<file path="src/rtl/booth2_divider_pkg.sv">
// Shared definitions for the signed divider that follows the Booth radix-4 multiplier.
package booth2_div_pkg;

  localparam int BIT_WIDTH = 16;

  function automatic int cnt_width(input int w);
    return $clog2(w);
  endfunction

  localparam int CNT_W = cnt_width(BIT_WIDTH);

  typedef enum logic [1:0] {
    IDLE = 2'd0,
    CALC = 2'd1,
    FIX  = 2'd2,
    DONE = 2'd3
  } state_e;

endpackage

</file>
<file path="src/rtl/booth2_divider_div_step.sv">
// One restoring-division iteration on magnitudes: shift in a dividend bit,
// trial-subtract the divisor, keep the difference only when it is non-negative.
module div_step
  import booth2_div_pkg::*;
#(
  parameter int W = BIT_WIDTH
) (
  input  logic [W:0]   i_prem,
  input  logic         i_bit,
  input  logic [W-1:0] i_dsr,
  output logic [W:0]   o_prem,
  output logic         o_qbit
);

  logic [W+1:0] w_shift;
  logic [W:0]   w_diff;
  logic         w_ge;

  assign w_shift = {i_prem, i_bit};
  assign w_ge    = (w_shift >= {2'b00, i_dsr});
  assign w_diff  = w_shift[W:0] - {1'b0, i_dsr};
  assign o_prem  = w_ge ? w_diff : w_shift[W:0];
  assign o_qbit  = w_ge;

endmodule

</file>
<file path="src/rtl/booth2_divider.sv">
// Sequential signed divider: 2W-bit dividend / W-bit divisor, one quotient bit per
// cycle on magnitudes, signs and range fixed up afterwards. Valid/ready on both sides.
module booth2_divider
  import booth2_div_pkg::*;
#(
  parameter int bit_width = BIT_WIDTH
) (
  input  logic                   clk,
  input  logic                   reset_n,
  input  logic                   i_in_valid,
  output logic                   o_in_ready,
  input  logic [2*bit_width-1:0] i_dividend,
  input  logic [bit_width-1:0]   i_divisor,
  output logic                   o_out_valid,
  input  logic                   i_out_ready,
  output logic [bit_width-1:0]   o_quotient,
  output logic [bit_width-1:0]   o_remainder,
  output logic                   o_div_by_zero,
  output logic                   o_overflow
);

  localparam int W  = bit_width;
  localparam int DW = 2 * bit_width;
  localparam int CW = (bit_width == BIT_WIDTH) ? CNT_W : cnt_width(bit_width);
  localparam logic [CW-1:0] LAST_ITER = CW'(W - 1);
  localparam logic [CW-1:0] CNT_ONE   = CW'(1);
  localparam logic [W-1:0]  NEG_LIM   = {1'b1, {(W-1){1'b0}}};
  localparam logic [W-1:0]  POS_LIM   = {1'b0, {(W-1){1'b1}}};

  state_e        r_state;
  logic [CW-1:0] r_cnt;
  logic [W:0]    r_prem;
  logic [W-1:0]  r_shift;
  logic [W-1:0]  r_dsr_mag;
  logic          r_neg_dvd;
  logic          r_neg_dsr;
  logic          r_in_ready;
  logic          r_out_valid;
  logic [W-1:0]  r_quot;
  logic [W-1:0]  r_rem;
  logic          r_dbz;
  logic          r_ovf;

  logic [DW-1:0] w_dvd_mag;
  logic [W-1:0]  w_dsr_mag;
  logic          w_accept;
  logic          w_dsr_zero;
  logic          w_hi_ovf;
  logic [W:0]    w_prem_next;
  logic          w_qbit;
  logic          w_q_neg;
  logic [W-1:0]  w_q_signed;
  logic [W-1:0]  w_r_signed;
  logic          w_range_bad;

  // |-2^(2W-1)| wraps to itself, which is the correct unsigned magnitude
  assign w_dvd_mag  = i_dividend[DW-1] ? ({DW{1'b0}} - i_dividend) : i_dividend;
  assign w_dsr_mag  = i_divisor[W-1] ? ({W{1'b0}} - i_divisor) : i_divisor;
  assign w_accept   = i_in_valid & r_in_ready;
  assign w_dsr_zero = (i_divisor == {W{1'b0}});
  assign w_hi_ovf   = (w_dvd_mag[DW-1:W] >= w_dsr_mag);

  div_step #(.W(W)) u_div_step (
    .i_prem (r_prem),
    .i_bit  (r_shift[W-1]),
    .i_dsr  (r_dsr_mag),
    .o_prem (w_prem_next),
    .o_qbit (w_qbit)
  );

  assign w_q_neg     = r_neg_dvd ^ r_neg_dsr;
  assign w_q_signed  = w_q_neg ? ({W{1'b0}} - r_shift) : r_shift;
  assign w_r_signed  = r_neg_dvd ? ({W{1'b0}} - r_prem[W-1:0]) : r_prem[W-1:0];
  // A set top remainder bit cannot occur; treating it as overflow keeps bad data out
  assign w_range_bad = r_prem[W] | (w_q_neg ? (r_shift > NEG_LIM) : (r_shift > POS_LIM));

  // Control FSM, iteration datapath and registered result
  always_ff @(posedge clk) begin
    if (!reset_n) begin
      r_state     <= IDLE;
      r_cnt       <= {CW{1'b0}};
      r_prem      <= {(W+1){1'b0}};
      r_shift     <= {W{1'b0}};
      r_dsr_mag   <= {W{1'b0}};
      r_neg_dvd   <= 1'b0;
      r_neg_dsr   <= 1'b0;
      r_in_ready  <= 1'b1;
      r_out_valid <= 1'b0;
      r_quot      <= {W{1'b0}};
      r_rem       <= {W{1'b0}};
      r_dbz       <= 1'b0;
      r_ovf       <= 1'b0;
    end else begin
      case (r_state)
        IDLE: begin
          if (w_accept) begin
            r_neg_dvd  <= i_dividend[DW-1];
            r_neg_dsr  <= i_divisor[W-1];
            r_prem     <= {1'b0, w_dvd_mag[DW-1:W]};
            r_shift    <= w_dvd_mag[W-1:0];
            r_dsr_mag  <= w_dsr_mag;
            r_cnt      <= {CW{1'b0}};
            r_in_ready <= 1'b0;
            r_quot     <= {W{1'b0}};
            r_rem      <= {W{1'b0}};
            if (w_dsr_zero) begin
              r_dbz   <= 1'b1;
              r_ovf   <= 1'b0;
              r_state <= DONE;
            end else if (w_hi_ovf) begin
              r_dbz   <= 1'b0;
              r_ovf   <= 1'b1;
              r_state <= DONE;
            end else begin
              r_dbz   <= 1'b0;
              r_ovf   <= 1'b0;
              r_state <= CALC;
            end
          end
        end
        CALC: begin
          r_prem  <= w_prem_next;
          r_shift <= {r_shift[W-2:0], w_qbit};
          r_cnt   <= r_cnt + CNT_ONE;
          if (r_cnt == LAST_ITER) begin
            r_state <= FIX;
          end
        end
        FIX: begin
          if (w_range_bad) begin
            r_ovf  <= 1'b1;
            r_quot <= {W{1'b0}};
            r_rem  <= {W{1'b0}};
          end else begin
            r_quot <= w_q_signed;
            r_rem  <= w_r_signed;
          end
          r_out_valid <= 1'b1;
          r_state     <= DONE;
        end
        DONE: begin
          // The error short-cut arrives here with valid still low; raise it one edge later
          if (!r_out_valid) begin
            r_out_valid <= 1'b1;
          end else if (i_out_ready) begin
            r_out_valid <= 1'b0;
            r_in_ready  <= 1'b1;
            r_state     <= IDLE;
          end
        end
        default: begin
          r_state     <= IDLE;
          r_in_ready  <= 1'b1;
          r_out_valid <= 1'b0;
        end
      endcase
    end
  end

  assign o_in_ready    = r_in_ready;
  assign o_out_valid   = r_out_valid;
  assign o_quotient    = r_quot;
  assign o_remainder   = r_rem;
  assign o_div_by_zero = r_dbz;
  assign o_overflow    = r_ovf;

endmodule
</file>
<file path="config.mk">
export PLATFORM = sky130hd
export DESIGN_NAME = booth2_divider
export DESIGN_NICKNAME = d
export VERILOG_FILES = /design/src/rtl/booth2_divider_pkg.sv /design/src/rtl/booth2_divider_div_step.sv /design/src/rtl/booth2_divider.sv
export SDC_FILE = /design/constraint.sdc
export NUM_CORES = 1
export LEC_CHECK = 0
export ABC_CLOCK_PERIOD_IN_PS = 10550
export CAP_MARGIN = 20
export CORE_MARGIN = 2
export CORE_UTILIZATION = 25
export DETAILED_ROUTE_END_ITERATION = 16
export PLACE_DENSITY_LB_ADDON = 0.25
export SETUP_SLACK_MARGIN = 0.3
export SLEW_MARGIN = 25
export SYNTH_ARGS = -nofsm -noshare
export SYNTH_HDL_FRONTEND = slang
export SYNTH_SLANG_ARGS = --single-unit
export TNS_END_PERCENT = 1
</file>
<file path="constraint.sdc">
create_clock -name clk -period 10.55 [get_ports clk]
set_input_delay 2.11 -clock clk [delete_from_list [all_inputs] [get_ports clk]]
set_output_delay 2.11 -clock clk [all_outputs]
set_load 0.005 [all_outputs]
</file>
==> flow_metrics.env, run 1 <==
export IMPL_hold_path_cell_count=2
export IMPL_placed_cells_incl_taps=1222
export IMPL_synth_edf_count=0
export IMPL_area_delta_synth_final_pct=23.6
export IMPL_gpl_final_weighted_congestion=0.886
export IMPL_timing_reg2reg_worst_path_depth=9
export IMPL_ys_top_cells_by_area="dfxtp_1 28%, ha_1 8.0%, xor2_1 5.6%"
export IMPL_dpl_hpwl_mm=16.0
export IMPL_timing_critical_path_max_delay_family="compound AO/OA/AOI/OAI gates"
export IMPL_r2r_slack_ns=7.02
export IMPL_yosys_area_top_type_share=0.284
export IMPL_cts_hold_buffers_added=0
export IMPL_power_density_relative_to_cell_area_nw_per_um2=278
export IMPL_clock_path_buffers=2
export IMPL_peakVddDrop_uv=119
export IMPL_placement_cell_area_um2=7770
export IMPL_wl_per_cell_um=16.7
export IMPL_synth_largest_area_cell="dfxtp_1"
export IMPL_grt_start_max_net_pins=65
export IMPL_floorplan_die_area_um2=27500
export IMPL_cp_start_kind="input port"
export IMPL_place_port_buffers=87
export IMPL_std_cell_rows=59
export IMPL_first_iter_violations=399
export IMPL_ys_seq_area_frac=0.284
export IMPL_ys_ff_latch=93
export IMPL_crit_reg2reg_capture="r_prem[16]$_SDFFE_PN0P_"
export IMPL_h_tree_depth=3
export IMPL_finalWirelength_mm=20.7
export IMPL_instances_no_fill=1238
export IMPL_status="finished clean"
export IMPL_timing_slew_headroom=0.378
export IMPL_cts_buffers_inserted=9
export IMPL_cts_resized=0
export IMPL_coreArea_um2=25900
export IMPL_ys_async_sr_fraction=0
export IMPL_worstHoldStart="o_quotient[11]$_SDFFE_PN0P_"
export IMPL_cp_end_kind="flop"
export IMPL_setup_viol=0
export IMPL_fmaxAchievable_ghz=0.170
export IMPL_worst_setup_hold_path_clk_slew_ns=0.07
export IMPL_antenna_found_initial=0
export IMPL_cpMaxStageDelayCell="or4_1"
export IMPL_crit_fanout=6
export IMPL_drt_pass1_iter_count=7
export IMPL_antenna_violating_nets_post_route=0
export IMPL_groute_usage_overall=0.150
export IMPL_ios=88
export IMPL_yosys_warnings=0
export IMPL_finalSetupTns_ns=0
export IMPL_hold_path_class="reg2reg"
export IMPL_initial_utilization=0.253
export IMPL_holdPathEnd="o_quotient[11]$_SDFFE_PN0P_"
export IMPL_cts_tree="built"
export IMPL_first_global_vias=5851
export IMPL_drt_drc_violations_left=0
export IMPL_cts_repair_timing_setup_buffer_count=0
export IMPL_tritoncts_num_sinks=93
export IMPL_cts_root_buffer_cell="clkbuf_16"
export IMPL_layout_drive_gt1_share=0.0520
export IMPL_synthesis_area_um2=6560
export IMPL_cell_leakage_power_uw=0.00302
export IMPL_arrival_time_at_the_worst_endpoint_ns=6.12
export IMPL_report_final_slew_viol_count=0
export IMPL_postSynthCellCount=832
export IMPL_synth_top_flop_cell="dfxtp_1"
export IMPL_finalInstanceArea_um2=8100
export IMPL_worstPathCellList="clkdlybuf4s50_1 > or4_1 > nor3_2 > nand3_1 > o31ai_1 > xnor2_1 > ha_1 > a21oi_1 > o21ai_0 > a21o_1 > a211o_1 > a221oi_1 > nor2_1 > o311a_1"
export IMPL_period_needed_ns=5.89
export IMPL_cp_slowest_stage_delay_ns=0.62
export IMPL_postSynthAreaPerCell_um2=7.88
export IMPL_post_synthesis_cell_type_count=65
export IMPL_postSynthNetCount=927
export IMPL_total_via_count_after_detailed_routing=6181
export IMPL_timing_critical_path_depth=14
export IMPL_worstSkewPairLatency_ns=0.35
export IMPL_first_pass_grt_wire_length_mm=33.1
export IMPL_die_height_um=166
export IMPL_numnets_final=993
export IMPL_finish_utilization=0.313
export IMPL_max_cap_violations=0
export IMPL_grt_ovfl_total=0
export IMPL_min_hold_slack_ns=0.452
export IMPL_detail_route_vias_per_cell=4.99
export IMPL_critPathBufInv=1
export IMPL_die_width_um=166
export IMPL_timing_critical_path_required_ns=10.78
export IMPL_timing_clock_skew_ns=0.00766
export IMPL_criticalPathCategory="in2reg"
export IMPL_num_antenna_cells=0
export IMPL_r2r_start="r_prem[0]$_SDFFE_PN0P_"
export IMPL_timing_worst_slew_pin_value_ns=0.931
export IMPL_min_period_over_period=0.558
export IMPL_hold_viol_final=0
export IMPL_rsz0062_at_grt="no"
==> worst register-to-register path, stage by stage, from the launching register on <==
cell and delay, ns:
dfxtp_1 0.44, inv_1 0.20, fa_1 0.49, nand2b_1 0.19, a211o_1 0.27, a21oi_1 0.26
o31ai_1 0.17, nand2_1 0.72, or4b_2 0.64, nand3_1 0.09
==> report_power, final <==
part | switching, uW | leakage (uW) | internal (uW)
Sequential | 131 | 0.000757 | 432
Clock | 144 | 0.000166 | 221
Combinational | 768 | 0.00209 | 559
Total | 1040 | 0.00302 | 1210
==> worst max-delay path by stage <==
stage,start,end
6_report,i_dividend[17],o_overflow$_SDFFE_PN0P_
5_1_grt,i_dividend[17],o_overflow$_SDFFE_PN0P_
4_1_cts,i_dividend[5],o_overflow$_SDFFE_PN0P_
3_5_place_dp,i_dividend[5],o_overflow$_SDFFE_PN0P_
3_3_place_gp,i_dividend[5],o_overflow$_SDFFE_PN0P_
2_1_floorplan,i_dividend[9],o_overflow$_SDFFE_PN0P_
==> flip-flops by register name, indices dropped and copies added (netlist names) <==
| register | flops |
|---|---|
| r_prem | 17 |
| o_quotient | 16 |
| o_remainder | 16 |
| r_dsr_mag | 16 |
| r_shift | 16 |
| r_cnt | 4 |
| r_state | 2 |
| o_div_by_zero | 1 |
| o_in_ready | 1 |
| o_out_valid | 1 |
| o_overflow | 1 |
| r_neg_dsr | 1 |
| r_neg_dvd | 1 |
==> synthesized netlist by cell type, types with 9 or more instances <==
library cell / number
nand2_1: 96
nor3_1: 10
xor2_1: 42
a21o_1: 9
dfxtp_1: 93
o21ai_0: 68
inv_1: 35
clkbuf_1: 35
a21oi_1: 46
nand4_1: 10
a211oi_1: 19
nor2_1: 81
mux2i_1: 23
or4_1: 9
a22oi_1: 25
o31ai_1: 21
ha_1: 42
nand2b_1: 14
xnor2_1: 41
==> final cells by class <==
| cell class | count | area (um^2) |
|---|---|---|
| clock buffer | 11 | 253 |
| clock inverter | 5 | 82.6 |
| fill | 2735 | 17800 |
| inverter | 35 | 131 |
| multi-input combinational | 664 | 4420 |
| sequential | 93 | 1860 |
| tap | 335 | 419 |
| timing repair buffer | 95 | 931 |
==> per-layer routing <==
layer | vias up | global-route usage | wire length, um
met2 | 141 | 0.211 | 8380
met1 | 2882 | 0.236 | 11200
li1 | 3146 | - | -
met5 | - | 0 | 0
met4 | 0 | 0.0374 | 190
met3 | 12 | 0.0205 | 919
==> metrics by stage <==
stage	total power, uW	worst slack (ns)
after global routing	2450	4.51
after global placement	1880	4.40
after detailed placement	1880	4.32
final	2260	4.66
after CTS	2260	4.66
after floorplan	1520	5.30
==> cells by family (layout without fill, tap and decap cells) <==
kind of cell / after synthesis / count (layout) / share of synthesized area
AOI/OAI and AO/OA: 248 / 248 / 0.248
buffers and inverters: 75 / 146 / 0.0439
muxes: 25 / 25 / 0.0385
xor gates and xnor gates: 83 / 83 / 0.111
and+or+nand+nor: 265 / 265 / 0.191
adders and majority gates: 43 / 43 / 0.0832
DFF: 93 / 93 / 0.284
==> cell usage in the layout (no fill, tap or decap), types with 6 or more instances in the layout <==
master           count
nor3_1              10
o31ai_1             21
inv_1               34
a211oi_1            19
dfxtp_1             93
a22oi_1             25
nand4_1             10
a21oi_1             45
o211ai_1             6
mux2i_1             23
nand2_1             96
clkdlybuf4s50_1     87
xor2_1              42
o21ai_0             68
ha_1                42
nor2_1              80
nand2b_1            14
or3_1                7
xnor2_1             41
buf_4                8
or4_1                9
clkbuf_16            9
a31oi_1              6
nand3_1              8
a21o_1               9
o41ai_1              7
Power figures use the tool's default switching activity.
==> run 2, diff against run 1 <==
--- a/config.mk
+++ b/config.mk
@@ -5,7 +5,7 @@
 export SDC_FILE = /design/constraint.sdc
 export NUM_CORES = 1
 export LEC_CHECK = 0
-export ABC_CLOCK_PERIOD_IN_PS = 10550
+export ABC_CLOCK_PERIOD_IN_PS = 5200
 export CAP_MARGIN = 20
 export CORE_MARGIN = 2
 export CORE_UTILIZATION = 25
==> constraint.sdc (replaced) <==
create_clock -name clk -period 5.2 [get_ports clk]
set_input_delay 1.04 -clock clk [delete_from_list [all_inputs] [get_ports clk]]
set_output_delay 1.04 -clock clk [all_outputs]
set_load 0.005 [all_outputs]
==> run 2 against run 1 <==
Hold slack better by 0.0012 ns. Global-route usage down 0.093 points. First-iteration DRC count up 5.3%. Largest power group unchanged.
==> flow_metrics.env, run 2 (synthesis gave the netlist of run 1 again) <==
export IMPL_antenna_found_initial=0
export IMPL_cts_tree="built"
export IMPL_groute_usage_overall=0.149
export IMPL_first_pass_grt_wire_length_mm=32.8
export IMPL_timing_clock_skew_ns=0.00731
export IMPL_std_cell_rows=59
export IMPL_min_period_over_period=0.885
export IMPL_instances_no_fill=1249
export IMPL_r2r_slack_ns=1.70
export IMPL_finalWirelength_mm=20.6
export IMPL_first_global_vias=5805
export IMPL_tritoncts_num_sinks=93
export IMPL_timing_worst_slew_pin_value_ns=0.928
export IMPL_hold_viol_final=0
export IMPL_multi_input_combinational_cell_area_um2=4440
export IMPL_cpMaxStageDelayCell="or4_1"
export IMPL_cts_buffers_inserted=9
export IMPL_power_switching_uw=2100
export IMPL_gpl_final_weighted_congestion=0.852
export IMPL_timing_reg2reg_worst_path_depth=9
export IMPL_power_density_relative_to_cell_area_nw_per_um2=559
export IMPL_period_needed_ns=4.60
export IMPL_cp_end_kind="flop"
export IMPL_finalInstanceArea_um2=8200
export IMPL_dpl_hpwl_mm=16.3
export IMPL_placed_cells_incl_taps=1233
export IMPL_fmaxAchievable_ghz=0.217
export IMPL_criticalPathCategory="in2reg"
export IMPL_die_height_um=166
export IMPL_peakVddDrop_uv=297
export IMPL_numnets_final=1005
export IMPL_combinationalPowerShare=0.590
export IMPL_status="finished clean"
export IMPL_cts_hold_buffers_added=0
export IMPL_layout_drive_gt1_share=0.0646
export IMPL_floorplan_die_area_um2=27500
export IMPL_finalSetupTns_ns=0
export IMPL_seq_area_um2=1860
export IMPL_setup_viol=0
export IMPL_clock_path_buffers=2
export IMPL_cell_leakage_power_uw=0.00307
export IMPL_wl_per_cell_um=16.5
export IMPL_cp_slowest_stage_delay_ns=0.63
export IMPL_most_common_library_cell_in_the_layout_ignoring_fill_and_taps="nand2_1"
export IMPL_first_iter_violations=420
export IMPL_timing_critical_path_required_ns=5.44
export IMPL_worstPathCellList="clkdlybuf4s50_1 > or4_4 > or4_1 > o21ai_1 > xor2_1 > ha_1 > nand2b_1 > a21o_1 > a21oi_1 > o211ai_1 > a221oi_2 > buf_4 > nor2_1 > o311a_1"
export IMPL_cp_start_kind="input port"
export IMPL_hold_path_class="reg2reg"
export IMPL_internal_power_uw=2480
export IMPL_grt_start_max_net_pins=64
export IMPL_placement_cell_area_um2=7850
export IMPL_drt_pass1_iter_count=5
export IMPL_final_fill_count=2742
export IMPL_area_delta_synth_final_pct=25.1
export IMPL_hold_path_cell_count=2
export IMPL_report_final_slew_viol_count=0
export IMPL_arrival_time_at_the_worst_endpoint_ns=4.84
export IMPL_relative_contribution_of_sequential_cells_to_total_power=0.249
export IMPL_rsz0062_at_grt="no"
export IMPL_most_used_cells_in_the_layout_excluding_fill_and_tap_cells="96 x nand2_1, 93 x dfxtp_1, 87 x clkdlybuf4s50_1"
export IMPL_max_flop_register="r_prem"
export IMPL_detail_route_vias_per_cell=4.96
export IMPL_ios=88
export IMPL_cts_root_buffer_cell="clkbuf_16"
export IMPL_worstSkewPairLatency_ns=0.35
export IMPL_die_width_um=166
export IMPL_timing_slew_headroom=0.380
export IMPL_grt_ovfl_total=0
export IMPL_total_via_count_after_detailed_routing=6199
export IMPL_crit_fanout=5
export IMPL_place_port_buffers=87
export IMPL_worst_setup_hold_path_clk_slew_ns=0.06
export IMPL_drt_drc_violations_left=0
export IMPL_flip_flop_count_of_the_largest_register_all_copies_and_words_added=17
export IMPL_max_cap_violations=0
export IMPL_power_switching_fraction=0.458
export IMPL_num_antenna_cells=0
export IMPL_share_clk_of_total_power=0.161
export IMPL_coreArea_um2=25900
export IMPL_initial_utilization=0.253
export IMPL_h_tree_depth=3
export IMPL_antenna_violating_nets_post_route=0
[run 2: cell count changes in the layout (fill, tap and decap cells not counted)]
cell and change:
a221oi_1 -1, a221oi_2 +1, buf_4 +12, clkbuf_8 +1
clkinv_2 -1, clkinv_4 -2, clkinvlp_4 +1, nor3_2 -1
nor3_4 +1, o21ai_0 -1, o21ai_1 +1
[run 2: metal layers]
layer	global-route usage	up-vias	wire [um]
met5	0	-	0
met4	0.0439	0	310
met3	0.0219	16	988
met2	0.211	174	8280
met1	0.229	2855	11000
li1	-	3154	-
[run 2: timing repair]
action                                  4_1_cts  5_1_grt
endpoints found under the hold margin         0        0
endpoints found under the setup margin        0        2
setup buffers                                 0        1
gates resized for setup                       0        3
[run 2: power by group through the flow]
stage,registers (uW),clock network (uW),logic [uW]
3_5_place_dp,1150,0,2680
3_3_place_gp,1150,0,2690
6_report,1140,739,2700
2_1_floorplan,1040,0,2040
5_1_grt,1170,789,3010
4_1_cts,1130,762,2700
[run 2: worst paths after layout]
kind                                                   from                           to
worst max-delay path                          i_dividend[9]      o_overflow$_SDFFE_PN0P_
worst min-delay path            o_quotient[12]$_SDFFE_PN0P_  o_quotient[12]$_SDFFE_PN0P_
worst max register to register       r_prem[0]$_SDFFE_PN0P_      r_prem[16]$_SDFFE_PN0P_
worst min register to register  o_quotient[12]$_SDFFE_PN0P_  o_quotient[12]$_SDFFE_PN0P_
[run 2: layout make-up]
cell class / count / share of cell area
Inverter: 35 / 0.0160
Clock buffer: 12 / 0.0325
Timing Repair Buffer: 107 / 0.124
Multi-Input combinational cell: 664 / 0.541
Sequential cell: 93 / 0.227
Clock inverter: 3 / 0.00824
Tap cell: 335 / 0.0511
[run 2: stage by stage]
stage | utilization | total power, uW | setup WS [ns] | hold WS (ns)
after floorplan | - | 3080 | 1.02 | 0.440
after global placement | 0.303 | 3840 | 0.110 | 0.438
after detailed placement | 0.303 | 3830 | 0.0969 | 0.448
after CTS | 0.316 | 4590 | 0.461 | 0.463
after global routing | 0.317 | 4970 | 0.339 | 0.481
final | 0.317 | 4580 | 0.597 | 0.453
[run 2: critical path, delay by kind of cell]
family,cells,cell delay (ns)
adder cells (fa/ha/maj),1,0.29
AND/OR/NAND/NOR,4,1.39
AO/OA/AOI/OAI,6,1.22
XOR/XNOR,1,0.29
buffers and inverters,2,0.61
